===== src/rtl/booth_pkg.sv =====
// Shared types and control encodings for the radix-4 Booth multiplier sequencer.
package booth_pkg;

    typedef enum logic [1:0] {
        IDLE  = 2'd0,
        CLEAR = 2'd1,
        STEP  = 2'd2,
        DONE  = 2'd3
    } state_e;

    localparam logic [2:0] ALU_ADD  = 3'd0;
    localparam logic [2:0] ALU_SUB  = 3'd1;
    localparam logic [2:0] ALU_PASS = 3'd2;
    localparam logic [2:0] ALU_CLR  = 3'd3;

    localparam logic MUX_M    = 1'b0;
    localparam logic MUX_ZERO = 1'b1;

    localparam logic SHIFT_LEFT = 1'b0;

endpackage


===== src/rtl/booth_ctrl_if.sv =====
// Handshake and datapath-control bundle between the Booth sequencer and its requester/datapath.
interface booth_ctrl_if;
    logic       start;
    logic       abort;
    logic [2:0] cmp0;
    logic [2:0] cmp1;
    logic       busy;
    logic       done;
    logic       load;
    logic       muxsel;
    logic [2:0] ALUop;
    logic       shift_direction;
    logic [2:0] Tshift_amount;
    logic [2:0] shift_amount;
    logic       out_enable;

    // Requester + datapath side.
    modport master (
        output start, abort, cmp0, cmp1,
        input  busy, done, load, muxsel, ALUop, shift_direction,
               Tshift_amount, shift_amount, out_enable
    );

    // Sequencer side.
    modport slave (
        input  start, abort, cmp0, cmp1,
        output busy, done, load, muxsel, ALUop, shift_direction,
               Tshift_amount, shift_amount, out_enable
    );
endinterface


===== src/rtl/booth_digit_dec.sv =====
// Maps one 3-bit Booth group and its step index to the datapath controls for that step.
module booth_digit_dec
    import booth_pkg::*;
#(
    parameter int CNT_W = 2
) (
    input  logic [2:0]       g,
    input  logic [CNT_W-1:0] k,
    output logic             load,
    output logic             muxsel,
    output logic [2:0]       alu_op,
    output logic [2:0]       tshift
);

    logic [2:0] base;

    // NOTE: every output gets a default before the case, so no path can infer a latch.
    always_comb begin
        load   = 1'b0;
        muxsel = MUX_ZERO;
        alu_op = ALU_PASS;
        tshift = 3'd0;
        base   = 3'(k) << 1;  // group k carries weight 4^k, i.e. a left shift of 2k
        unique case (g)
            3'b001, 3'b010: begin
                load = 1'b1; muxsel = MUX_M; alu_op = ALU_ADD; tshift = base;
            end
            3'b011: begin
                load = 1'b1; muxsel = MUX_M; alu_op = ALU_ADD; tshift = base | 3'd1;
            end
            3'b100: begin
                load = 1'b1; muxsel = MUX_M; alu_op = ALU_SUB; tshift = base | 3'd1;
            end
            3'b101, 3'b110: begin
                load = 1'b1; muxsel = MUX_M; alu_op = ALU_SUB; tshift = base;
            end
            default: ;  // 000 / 111: digit 0, P holds
        endcase
    end

endmodule


===== src/rtl/booth_ctrl.sv =====
// Sequencer for an 8x4 radix-4 Booth multiplier: clear P, N_STEPS add/sub steps, one done cycle.
module booth_ctrl
    import booth_pkg::*;
#(
    parameter int N_STEPS = 2
) (
    input  logic         clk,
    input  logic         rst,
    booth_ctrl_if.slave  bus
);

    localparam int               CNT_W = $clog2(N_STEPS) + 1;
    localparam logic [CNT_W-1:0] LAST  = CNT_W'(N_STEPS - 1);

    state_e           state_q, state_d;
    logic [CNT_W-1:0] cnt_q, cnt_d;

    logic [2:0] grp;
    logic       dec_load, dec_muxsel;
    logic [2:0] dec_alu_op, dec_tshift;

    assign grp = (cnt_q == '0) ? bus.cmp0 : bus.cmp1;

    booth_digit_dec #(.CNT_W(CNT_W)) u_dec (
        .g      (grp),
        .k      (cnt_q),
        .load   (dec_load),
        .muxsel (dec_muxsel),
        .alu_op (dec_alu_op),
        .tshift (dec_tshift)
    );

    // NOTE: state registers use non-blocking assignments so every flop samples pre-edge values.
    always_ff @(posedge clk) begin
        if (rst) begin
            state_q <= IDLE;
            cnt_q   <= '0;
        end else begin
            state_q <= state_d;
            cnt_q   <= cnt_d;
        end
    end

    always_comb begin
        state_d = state_q;
        cnt_d   = cnt_q;
        unique case (state_q)
            IDLE:  if (bus.start && !bus.abort) state_d = CLEAR;
            CLEAR: begin
                cnt_d   = '0;
                state_d = bus.abort ? IDLE : STEP;
            end
            STEP: begin
                cnt_d = cnt_q + CNT_W'(1);
                if (bus.abort)          state_d = IDLE;
                else if (cnt_q == LAST) state_d = DONE;
            end
            DONE:  state_d = bus.start ? CLEAR : IDLE;
            default: state_d = IDLE;
        endcase
    end

    // Only STEP looks at the comparators; every other state is a pure state decode.
    always_comb begin
        bus.busy            = 1'b0;
        bus.done            = 1'b0;
        bus.load            = 1'b0;
        bus.muxsel          = MUX_ZERO;
        bus.ALUop           = ALU_PASS;
        bus.shift_direction = SHIFT_LEFT;
        bus.Tshift_amount   = 3'd0;
        bus.shift_amount    = 3'd0;
        bus.out_enable      = 1'b0;
        unique case (state_q)
            CLEAR: begin
                bus.busy  = 1'b1;
                bus.load  = 1'b1;
                bus.ALUop = ALU_CLR;
            end
            STEP: begin
                bus.busy          = 1'b1;
                bus.load          = dec_load;
                bus.muxsel        = dec_muxsel;
                bus.ALUop         = dec_alu_op;
                bus.Tshift_amount = dec_tshift;
            end
            DONE: begin
                bus.done       = 1'b1;
                bus.out_enable = 1'b1;
            end
            default: ;
        endcase
    end

endmodule


===== src/flat_wrapper.sv =====
// flat-port wrapper written by rule: the top's interface ports become plain ports
module booth_ctrl_flat import booth_pkg::*;
#(
    parameter int N_STEPS = 2
)
  (clk, rst, bus_start, bus_abort, bus_cmp0, bus_cmp1, bus_busy, bus_done, bus_load, bus_muxsel, bus_ALUop, bus_shift_direction, bus_Tshift_amount, bus_shift_amount, bus_out_enable);
  booth_ctrl_if bus_i ();
  input  logic clk;
  input  logic rst;
  input wire logic [$bits(bus_i.start)-1:0] bus_start;
  input wire logic [$bits(bus_i.abort)-1:0] bus_abort;
  input wire logic [$bits(bus_i.cmp0)-1:0] bus_cmp0;
  input wire logic [$bits(bus_i.cmp1)-1:0] bus_cmp1;
  output wire logic [$bits(bus_i.busy)-1:0] bus_busy;
  output wire logic [$bits(bus_i.done)-1:0] bus_done;
  output wire logic [$bits(bus_i.load)-1:0] bus_load;
  output wire logic [$bits(bus_i.muxsel)-1:0] bus_muxsel;
  output wire logic [$bits(bus_i.ALUop)-1:0] bus_ALUop;
  output wire logic [$bits(bus_i.shift_direction)-1:0] bus_shift_direction;
  output wire logic [$bits(bus_i.Tshift_amount)-1:0] bus_Tshift_amount;
  output wire logic [$bits(bus_i.shift_amount)-1:0] bus_shift_amount;
  output wire logic [$bits(bus_i.out_enable)-1:0] bus_out_enable;
  assign bus_i.start = bus_start;
  assign bus_i.abort = bus_abort;
  assign bus_i.cmp0 = bus_cmp0;
  assign bus_i.cmp1 = bus_cmp1;
  assign bus_busy = bus_i.busy;
  assign bus_done = bus_i.done;
  assign bus_load = bus_i.load;
  assign bus_muxsel = bus_i.muxsel;
  assign bus_ALUop = bus_i.ALUop;
  assign bus_shift_direction = bus_i.shift_direction;
  assign bus_Tshift_amount = bus_i.Tshift_amount;
  assign bus_shift_amount = bus_i.shift_amount;
  assign bus_out_enable = bus_i.out_enable;
  booth_ctrl #(.N_STEPS(N_STEPS)) u_core (.clk(clk), .rst(rst), .bus(bus_i));
endmodule

===== config.mk =====
export PLATFORM = sky130hd
export DESIGN_NAME = booth_ctrl_flat
export DESIGN_NICKNAME = d
export VERILOG_FILES = /design/src/rtl/booth_pkg.sv /design/src/rtl/booth_ctrl_if.sv /design/src/rtl/booth_digit_dec.sv /design/src/rtl/booth_ctrl.sv /design/src/flat_wrapper.sv
export SDC_FILE = /design/constraint.sdc
export NUM_CORES = 1
export LEC_CHECK = 0
export ABC_CLOCK_PERIOD_IN_PS = 3500
export BUFFER_PORTS_ARGS = -buffer_cell sky130_fd_sc_hd__buf_2
export CAP_MARGIN = 20
export CORE_ASPECT_RATIO = 0.8
export CORE_MARGIN = 1
export CORE_UTILIZATION = 30
export DETAILED_ROUTE_END_ITERATION = 16
export PLACE_DENSITY = 0.56
export SYNTH_ARGS = -nofsm -noshare
export SYNTH_HDL_FRONTEND = slang
export SYNTH_SLANG_ARGS = --single-unit

===== constraint.sdc =====
create_clock -name clk -period 3.5 [get_ports clk]
set_input_delay 0.7 -clock clk [delete_from_list [all_inputs] [get_ports clk]]
set_output_delay 0.7 -clock clk [all_outputs]
set_load 0.01 [all_outputs]

==> metrics.cfg <==
[timing]
max_freq_mhz=402
slew_viol_final=0
setup_viol=0
rsz0062_at_grt=no
fin_skew_ns=0.00167
fin_ws_ns=1.02
holdWs_ns=0.455
fin_setup_tns_ns=0
finalHoldViolations=0
period_share_pct=71.0
fin_crit_ns=2.48

[global_route]
grt.total_usage_pct=12.3
grt_pass1_vias=395
antenna_found_initial=0
grt_pass1_wl_um=1620
grt_max_degree=9
overflow=0

[synth]
synthMuxAreaShare_pct=6.17
yosysTopAreaCell=ha_1
synth_top_area_share_pct=17.3
netlist_area_um2=507
synth-seq-area-share_pct=15.8
synthFlopType=dfxtp_1
avgSynthCellArea_um2=8.17
synth_fa_ha_area_share_pct=17.3
async_flop_share_pct=0
synth_top_family_by_area=compound AO/OA/AOI/OAI gates
synthXorXnorAreaFrac_pct=0
synth_cell_type_count=25
synthSimpleGateAreaFrac_pct=18.8
synth_compound_gate_area_share_pct=24.9
ys_seq_elements=4
synth-edff-count=0
syn_inst=62
ys_warn_count=0
netlist_top_cells_area=ha_1, dfxtp_1, buf_4, nor2_1, o32ai_4

[critical_path]
slowest_delay_ns=0.38
path_cells=inv_1 -> ha_1 -> nor2b_4 -> a32o_1 -> o21ai_2 -> a21oi_1 -> buf_2
arrival_ns=1.78
start_kind=flop
slowest_stage=ha_1
end_kind=output port
crit_fanout=8
required_ns=2.80
path_class=reg -> out

[run]
max-cap-violations=0

[routing]
wl_per_cell_um=9.14
drt-total-wl_um=932
drtIter0Drc=11
post-route-drc-count=0
vias=461
ant_nets=0
vias_per_cell=4.52
dr.pass1.iters=4

[cells_and_area]
final_nets=100
area_delta_synth_final_pct=20.2
final_common_cell=buf_2
fin_area_um2=609
final_cells=102
final_core_util_pct=41.0
final_cell_mix=buf_2, nor2_1, inv_1, ha_1
layout-drive-gt1-share_pct=34.6
antenna_cells=0

[placed_design]
hpwl_um=808
dp_cells=99
post_dp_cell_area_um2=587
gp_congestion=0.770
io_buffers=19
place_ws_ns=1.16

[clock_tree]
clk_latency_ns=0.23
clkTransAtPathRegs_ns=0.03
cts_root_buf=clkbuf_4
ctsHoldBuffers=0
cts_tree=done
cts_max_level=1
cts_buffers=3
cts_setup_buffers=0
ctsLongestPathBuffers=2
cts.sinks=4
postCtsResizedCells=0

[floorplanning]
rows=12
ios=25
coreArea_mm2=0.00149
initial_utilization_pct=34.1
dieArea_mm2=0.00186
die_h_um=38.8
die_x_um=48.0

[hold_path]
hold_class=reg -> reg

[run_status]
status=complete, no violations

[pwr]
p_per_area_mw_per_mm2=269
p_total_mw=0.164
ir_drop_uv=202
leakagePower_nw=0.285

## power by group
part | total, mW | switching, mW | internal, mW
clock | 0.0565 | 0.0182 | 0.0383
combinational | 0.0570 | 0.0326 | 0.0244
sequential | 0.0503 | 0.00224 | 0.0480
## per-layer routing
layer / share of wire (%) / global-route usage, %
met5: 0 / 0
met1: 49 / 16.8
met2: 43 / 18.6
met3: 7.8 / 5.61
met4: 0 / 0
## state kept, by name, indices dropped and copies added, names as in the netlist
register	count
u_core.state_q	2
u_core.cnt_q	2
## cell usage after synthesis (2+ instances only)
library cell	n
a21oi_1	5
buf_4	6
dfxtp_1	4
ha_1	7
inv_1	7
mux2i_1	2
nand2_1	3
nand2b_1	3
nor2_1	8
nor3_1	2
## cell families (layout without fill, tap and decap cells)
| logic type | Yosys count | count (layout) |
|---|---|---|
| other cells | 1 | 5 |
| fa+ha+maj | 7 | 7 |
| mux | 3 | 3 |
| buf+inv | 14 | 29 |
| flops | 4 | 4 |
| simple gates | 19 | 19 |
| compound gates | 14 | 14 |
## worst max-delay path, delay by kind of cell, from the launching register on
kind / cells / cell delay (ns)
AOI/OAI and AO/OA: 3 / 0.55
buffers and inverters: 2 / 0.22
adders and majority gates: 1 / 0.38
and+or+nand+nor: 1 / 0.07
DFF: 1 / 0.33
## path summary, 6_finish.rpt
| kind | from | end | slack, ns | depth (start not counted) |
|---|---|---|---|---|
| max | u_core.cnt_q[0] | bus_load | 1.02 | 7 |
| min | u_core.cnt_q[1] | u_core.cnt_q[1] | 0.45 | 2 |
| max reg2reg | u_core.state_q[0] | u_core.state_q[1] | 2.03 | 6 |
| min reg2reg | u_core.cnt_q[1] | u_core.cnt_q[1] | 0.45 | 2 |
## layout make-up
class / count / area, um2
Inverter: 7 / 26.3
Timing Repair Buffer: 19 / 95.1
Sequential cell: 4 / 80.1
Clock buffer: 3 / 22.5
Fill cell: 154 / 877
Multi-Input combinational cell: 48 / 359
Tap cell: 21 / 26.3
Note: power is estimated with default switching activity, not from simulation.
